## src/rtl/stw_column_tester.sv

```systemverilog
// rtl/stw_column_tester.sv - per-column stationary-weight self-test sequencer
// Optional feature: define STW_FAULT_INJECT_EN to add inject_en/inject_row fault injection.
module stw_column_tester #(
  parameter int          ROWS         = 4,
  parameter int          WORD_SIZE    = 16,
  parameter int          NUM_PATTERNS = 2,
  parameter int          LATENCY      = 2,
  parameter logic [15:0] SEED         = 16'hACE1
) (
  input  logic                      clk,
  input  logic                      rst,
  input  logic                      start,
`ifdef STW_FAULT_INJECT_EN
  input  logic                      inject_en,
  input  logic [$clog2(ROWS)-1:0]   inject_row,
`endif
  output logic                      busy,
  output logic                      test_en,
  output logic [$clog2(ROWS)-1:0]   test_row_sel,
  output logic                      test_load_weight,
  output logic [WORD_SIZE-1:0]      test_weight,
  output logic [WORD_SIZE-1:0]      test_left,
  input  logic [WORD_SIZE-1:0]      test_obs,
  output logic [ROWS-1:0]           STW_result_mat,
  output logic                      STW_complete,
  output logic [$clog2(ROWS):0]     fault_count
);

  localparam int RW = $clog2(ROWS);
  localparam int PW = (NUM_PATTERNS > 1) ? $clog2(NUM_PATTERNS) : 1;
  localparam int CW = (LATENCY > 1) ? $clog2(LATENCY) : 1;
  localparam logic [15:0]   SEED_EFF = (SEED == 16'h0000) ? 16'hACE1 : SEED;
  localparam logic [CW-1:0] LAST_CNT = CW'(LATENCY - 1);
  localparam logic [PW-1:0] LAST_PAT = PW'(NUM_PATTERNS - 1);
  localparam logic [RW-1:0] LAST_ROW = RW'(ROWS - 1);

  typedef enum logic [2:0] {IDLE, APPLY, DRIVE, CHECK, DONE} state_t;

  state_t          state, state_nxt;
  logic [15:0]     lfsr;
  logic [15:0]     lfsr_nxt;
  logic [15:0]     golden;
  logic [RW-1:0]   row;
  logic [PW-1:0]   pat;
  logic [CW-1:0]   cnt;
  logic [ROWS-1:0] result;
  logic [RW:0]     fcount;
  logic            complete;
  logic [WORD_SIZE-1:0] obs_eff;
  logic            mismatch;
  logic            last_pat;
  logic            last_row;

  // Fibonacci taps 16,14,13,11 expressed as a right shift with feedback into bit 15.
  assign lfsr_nxt = {lfsr[0] ^ lfsr[2] ^ lfsr[3] ^ lfsr[5], lfsr[15:1]};
  assign golden   = {8'h00, lfsr[7:0]} * {8'h00, lfsr[15:8]};
  assign last_pat = (pat == LAST_PAT);
  assign last_row = (row == LAST_ROW);

  always_comb begin
    obs_eff = test_obs;
`ifdef STW_FAULT_INJECT_EN
    obs_eff[0] = test_obs[0] ^ (inject_en && (row == inject_row));
`endif
    mismatch = (obs_eff != golden[WORD_SIZE-1:0]);
  end

  always_comb begin
    state_nxt        = state;
    busy             = 1'b0;
    test_en          = 1'b0;
    test_load_weight = 1'b0;
    test_weight      = '0;
    test_left        = '0;
    case (state)
      IDLE: begin
        if (start) state_nxt = APPLY;
      end
      APPLY: begin
        busy             = 1'b1;
        test_en          = 1'b1;
        test_load_weight = 1'b1;
        test_weight      = WORD_SIZE'(lfsr[7:0]);
        state_nxt        = DRIVE;
      end
      DRIVE: begin
        busy        = 1'b1;
        test_en     = 1'b1;
        test_weight = WORD_SIZE'(lfsr[7:0]);
        test_left   = WORD_SIZE'(lfsr[15:8]);
        if (cnt == LAST_CNT) state_nxt = CHECK;
      end
      CHECK: begin
        busy        = 1'b1;
        test_en     = 1'b1;
        test_weight = WORD_SIZE'(lfsr[7:0]);
        test_left   = WORD_SIZE'(lfsr[15:8]);
        state_nxt   = (last_pat && last_row) ? DONE : APPLY;
      end
      DONE: begin
        state_nxt = IDLE;
      end
      default: state_nxt = IDLE;
    endcase
  end

  always_ff @(posedge clk) begin
    if (rst) begin
      state    <= IDLE;
      lfsr     <= SEED_EFF;
      row      <= '0;
      pat      <= '0;
      cnt      <= '0;
      result   <= '1;
      fcount   <= '0;
      complete <= 1'b0;
    end else begin
      state <= state_nxt;
      case (state)
        IDLE: begin
          if (start) begin
            result   <= '1;
            fcount   <= '0;
            complete <= 1'b0;
            row      <= '0;
            pat      <= '0;
            cnt      <= '0;
          end
        end
        APPLY: cnt <= '0;
        DRIVE: cnt <= cnt + CW'(1);
        CHECK: begin
          lfsr <= lfsr_nxt;
          // A row is counted once, on its first failing pattern.
          if (mismatch) begin
            result[row] <= 1'b0;
            if (result[row]) fcount <= fcount + (RW+1)'(1);
          end
          if (!last_pat) begin
            pat <= pat + PW'(1);
          end else begin
            pat <= '0;
            if (!last_row) begin
              row <= row + RW'(1);
            end else begin
              row      <= '0;
              complete <= 1'b1;
            end
          end
        end
        default: ;
      endcase
    end
  end

  assign test_row_sel   = row;
  assign STW_result_mat = result;
  assign STW_complete   = complete;
  assign fault_count    = fcount;

endmodule

```

## config.mk

```make
export PLATFORM = sky130hd
export DESIGN_NAME = stw_column_tester
export DESIGN_NICKNAME = d
export VERILOG_FILES = /design/src/rtl/stw_column_tester.sv
export SDC_FILE = /design/constraint.sdc
export NUM_CORES = 1
export LEC_CHECK = 0
export CAP_MARGIN = 5
export CORE_UTILIZATION = 55
export CTS_BUF_LIST = sky130_fd_sc_hd__clkbuf_4 sky130_fd_sc_hd__clkbuf_8
export DETAILED_ROUTE_END_ITERATION = 8
export PLACE_DENSITY = 0.93
export SYNTH_ARGS = -nofsm -noshare
export SYNTH_HDL_FRONTEND = slang
export SYNTH_SLANG_ARGS = --single-unit
```

## constraint.sdc

```tcl
create_clock -name clk -period 11.35 [get_ports clk]
set_input_delay 2.27 -clock clk [delete_from_list [all_inputs] [get_ports clk]]
set_output_delay 2.27 -clock clk [all_outputs]
set_load 0.02 [all_outputs]
```

## Word level (Yosys, flattened, before mapping)

Cells that the tools add are included.

| operators by class | value |
|---|---|
| $mul | 1 |
| reductions and logical operators | 14 |
| bitwise gates (word level) | 5 |
| magnitude comparators | 2 |
| eq/ne operators | 11 |
| muxes and demuxes | 30 |
| $add $sub $neg | 4 |

Operators with widths:

| operator | count |
|---|---|
| $mux W3 | 6 |
| $mul A8 B8 Y16 | 1 |
| $mux W8 | 2 |
| $ne A16 B16 Y1 | 1 |
| $ne A2 B2 Y1 const B | 6 |
| $pmux W3 S4 | 1 |
| $mux W1 | 8 |
| $mux W4 | 2 |
| $pmux W4 S2 | 1 |
| $reduce_and A4 Y1 | 2 |
| $eq A3 B2 Y1 const B | 2 |
| $mux W2 | 3 |
| $pmux W3 S2 | 1 |
| $reduce_and A2 Y1 | 3 |
| $reduce_and A3 Y1 | 2 |
| $and A4 B4 Y4 | 1 |
| $not A4 Y4 | 1 |
| $pmux W1 S2 | 2 |
| $pmux W2 S2 | 1 |
| $add A3 B1 Y3 const B | 1 |
| $eq A3 B1 Y1 const B | 1 |
| $logic_not A3 Y1 | 1 |
| $lt A2 B3 Y1 const B | 1 |
| $pmux W1 S3 | 1 |
| other kinds (12) | 16 |

| storage, ports and cells | value |
|---|---|
| bits in registers | 31 |
| input port bits | 19 |
| output and inout port bits | 45 |

## Longest topological paths before layout

| logic depth | value |
|---|---|
| depth in word-level cells | 8 |
| gate-level depth with buffers | 19 |
| gate-level depth less buffers | 17 |

## Least setup slack after synthesis

No wires, ideal clock.

| timing path | value |
|---|---|
| kind | register to register |
| start point | register lfsr[2] |
| end point | register fcount[1], in the netlist fault_count[1] |
| stages on the path, launching flop included | 15 |
| slack | 6.640 ns |
| clock period less this slack | 4.710 ns |
| setup time | 0.070 ns |
| required time | 11.280 ns |
| arrival | 4.640 ns |
| path through | dfxtp_1 -> clkbuf_1 -> nand2_1 -> fa_1 -> fa_1 -> fa_1 -> fa_1 -> inv_1 -> ha_1 -> or2b_2 -> or4_2 -> a22oi_1 -> and4_4 -> o211ai_1 -> a21oi_1 |

| between the ends | value |
|---|---|
| cells in the longest elaborated chain, start to end | 4 |

RTL lines:

| element | line | RTL |
|---|---|---|
| from (decl) | 40 | `logic [15:0] lfsr;` |
| from (signal assigned) | 133 | `lfsr <= lfsr_nxt;` |
| $mul A8 B8 Y16 | 56 | `assign golden = {8'h00, lfsr[7:0]} * {8'h00, lfsr[15:8]};` |
| $ne A16 B16 Y1 | 65 | `mismatch = (obs_eff != golden[WORD_SIZE-1:0]);` |
| $ne A2 B2 Y1 (no source line) | -- |  |
| $reduce_and A4 Y1 (no source line) | -- |  |
| to (signal assigned) | 137 | `if (result[row]) fcount <= fcount + (RW+1)'(1);` |
| to (decl) | 47 | `logic [RW:0] fcount;` |

Every way passes these cells.
A chain may end at the register's enable or synchronous reset.

## Worst setup path in the final report

| timing path | value |
|---|---|
| start point | register lfsr[2] |
| end point | register fcount[2], in the netlist fault_count[2] |

Same word-level chain as after synthesis.

==> out/results.tsv <==
metric	value	unit
die area	7550	um^2
clk sinks	31	
root buffer cell	clkbuf_8	
Worst Setup End Kind	register	
routed vias	3407	
Ys Warns	0	
share of cells above drive strength 1	0.0328	
Total Routing Usage GR	0.246	
metal1 wirelength	3470	um
htree depth	2	
first-pass GRT wire length	14700	um
post-synthesis simple-gate area fraction	0.251	
list of most frequent post-synthesis cells	nand2_1, inv_1, and2_1	
Compound-Gate Fraction of Synth Area	0.0887	
Synth cell types	52	
final slew viol count	0	
CTS tree	yes	
post-synthesis mux area share	0.00884	
worst min-delay path class	reg2reg	
most common cell in the netlist	nand2_1	
status	completed	
syn_area_per_cell	8.01	um^2
Post-CTS Hold Buffers	0	
WHS Path Cells	2	
gr ovfl total	0	
setup bufs post-CTS	0	
max_slew headroom	0.304	
count of final setup violators	0	
setup TNS	0	ns
Hold WS	0.478	ns
P&R area growth vs syn	12.7	%
reg-to-reg slack, setup	6.19	ns
DRT iter0 DRCs	189	
Hold Startpoint	STW_complete$_SDFFE_PP0P_	
vias in the first global route	3434	
critical path type	reg2reg	
DRC errors left	0	
synth top area cells	fa_1, dfxtp_1, ha_1, and2_1, nand2_1	
Final ANT Viol Nets	0	
die width	86.9	um
routability cong.	0.882	
fin crit period	5.16	ns
Worst Tran Pin Value	1.04	ns
total core area	6870	um^2
Resize count post-CTS	0	
port bufs	47	
end point of the worst hold path	STW_complete$_SDFFE_PP0P_	
initial core utilization	0.577	
initial antenna violation count	0	
hpwl dp	6840	um
vias per inst	5.54	
largest net degree at the start of global routing	32	
R2R Path Start	lfsr[2]$_SDFFE_PP0P_	
Power Density	137	nW/um^2
Yosys top cell area share	0.182	
Ports	64	
number of synthesized flops with an enable pin	0	
Worst-path clk slew	0.06	ns
startpoint types	register	
placement row count	30	
Max Cap Viol	0	
Critical Path AT	5.38	ns
met3 WL post-DR	599	um
Primary FF master, synth	dfxtp_1	
drt first pass iters	5	
largest area contributor in the netlist	fa_1	
RSZ-0062 raised after global routing	false	
Hold Violations, Final	0	
Leak	2.02	nW
Post-Synth XOR/XNOR Area	0.0638	
VDD IR max	0.0710	mV
Fmax	194	MHz
Syn Inst Count	495	
maximum clock insertion buffer count	2	
#FFs+latches synth	31	
Post-Syn Area	3960	um^2
die outline height	86.9	um
diode count	0	
CP startpoint	lfsr[2]$_SDFFE_PP0P_	
per-cell routed wire length	14.2	um
Post-Route WL	8740	um
Clk Latency, worst-skew pair	0.28	ns
Final period util	0.455	
ys async rst share	0	
required time of the critical path	11.56	ns
clk_skew	0.00505	ns
uppermost layer routed	met4	
Crit Reg-Reg Endpoint	fault_count[2]$_SDFFE_PP0P_	
met2 wire length	4450	um
NumNets Final	614	
sequential share of the synthesized area	0.157	
largest family of logic cells by synthesized area	adder cells	
CP max FO	12	
total CTS buffers	5	
adder-cell share of the synthesized area	0.311	
R2R cell count	15	
## critical path, stage by stage, from the launching register on
cell and delay (ns):
dfxtp_1 0.60, nand2_1 0.14, fa_1 0.51, fa_1 0.52
fa_1 0.52, fa_1 0.54, inv_1 0.05, ha_1 0.34
a21oi_1 0.23, o21ai_0 0.11, a21oi_1 0.30, mux2i_1 0.30
nor3_2 0.10, and4_4 0.21, or4_1 0.46, a21oi_1 0.15
## registers in the layout, indices dropped and copies added (netlist names)
signal / cells
lfsr: 16
STW_result_mat: 4
fault_count: 3
state: 3
test_row_sel: 2
STW_complete: 1
cnt: 1
last_pat: 1
## worst max path at each step
stage                                        to  slack, ns  cells after the start
detailed placement  fault_count[1]$_SDFFE_PP0P_       6.28                     13
floorplan           fault_count[1]$_SDFFE_PP0P_       6.64                     14
finish              fault_count[2]$_SDFFE_PP0P_       6.19                     15
global placement    fault_count[1]$_SDFFE_PP0P_       6.39                     13
CTS                 fault_count[1]$_SDFFE_PP0P_       6.23                     13
global route        fault_count[1]$_SDFFE_PP0P_       5.98                     14
## routing by layer
layer | vias up | track usage
li1 | 1587 | -
met1 | 1625 | 0.294
met2 | 163 | 0.448
met3 | 32 | 0.0332
met4 | 0 | 0.0924
met5 | - | 0
## area by class of cell
class,instances,area (um^2)
clock buffer,8,104
timing repair buffer,47,470
inverter,59,221
multi-input combinational,374,2930
sequential,31,621
tap,96,120
fill,561,2400
## logic make-up after synthesis
logic type	count (synthesis)
other	1
AND/OR/NAND/NOR	194
XOR/XNOR	28
flip-flops	31
multiplexers	2
buffers and inverters	105
adder cells (fa/ha/maj)	77
AO/OA/AOI/OAI	57
## stage by stage
stage / setup slack, ns / utilization / cells / instance area, um^2 / power [mW]
after detailed placement: 6.28 / 0.635 / 607 / 4360 / 0.514
after global routing: 5.98 / 0.650 / 615 / 4470 / 0.671
after floorplan: 6.64 / - / 510 / 4020 / 0.442
after CTS: 6.23 / 0.650 / 615 / 4470 / 0.613
after global placement: 6.39 / 0.635 / 607 / 4360 / 0.501
final: 6.19 / 0.650 / 615 / 4470 / 0.612
## layout by cell type (no fill, tap or decap), types with 2 or more instances in the layout
master / count
or4_1: 2
ha_1: 41
nand3b_1: 8
o211ai_1: 3
nand4_1: 5
nor2_1: 26
nor3_1: 4
xnor2_1: 17
nand2b_1: 2
o21ai_0: 6
conb_1: 16
and2_1: 50
fa_1: 36
nor4_1: 2
nor2b_1: 2
nand3_1: 4
a21o_1: 3
clkdlybuf4s50_1: 47
a211oi_1: 3
clkbuf_8: 7
nor3b_1: 7
xor2_1: 10
nand2_1: 74
inv_1: 59
dfxtp_1: 31
a21oi_1: 29
## power breakdown
group          total, mW  internal [mW]  leakage, nW  switching, mW
clock network     0.0973         0.0576       0.0549         0.0397
registers          0.128          0.114        0.251         0.0136
logic              0.386          0.165         1.72          0.222
Note: power is estimated with default switching activity, not from simulation.
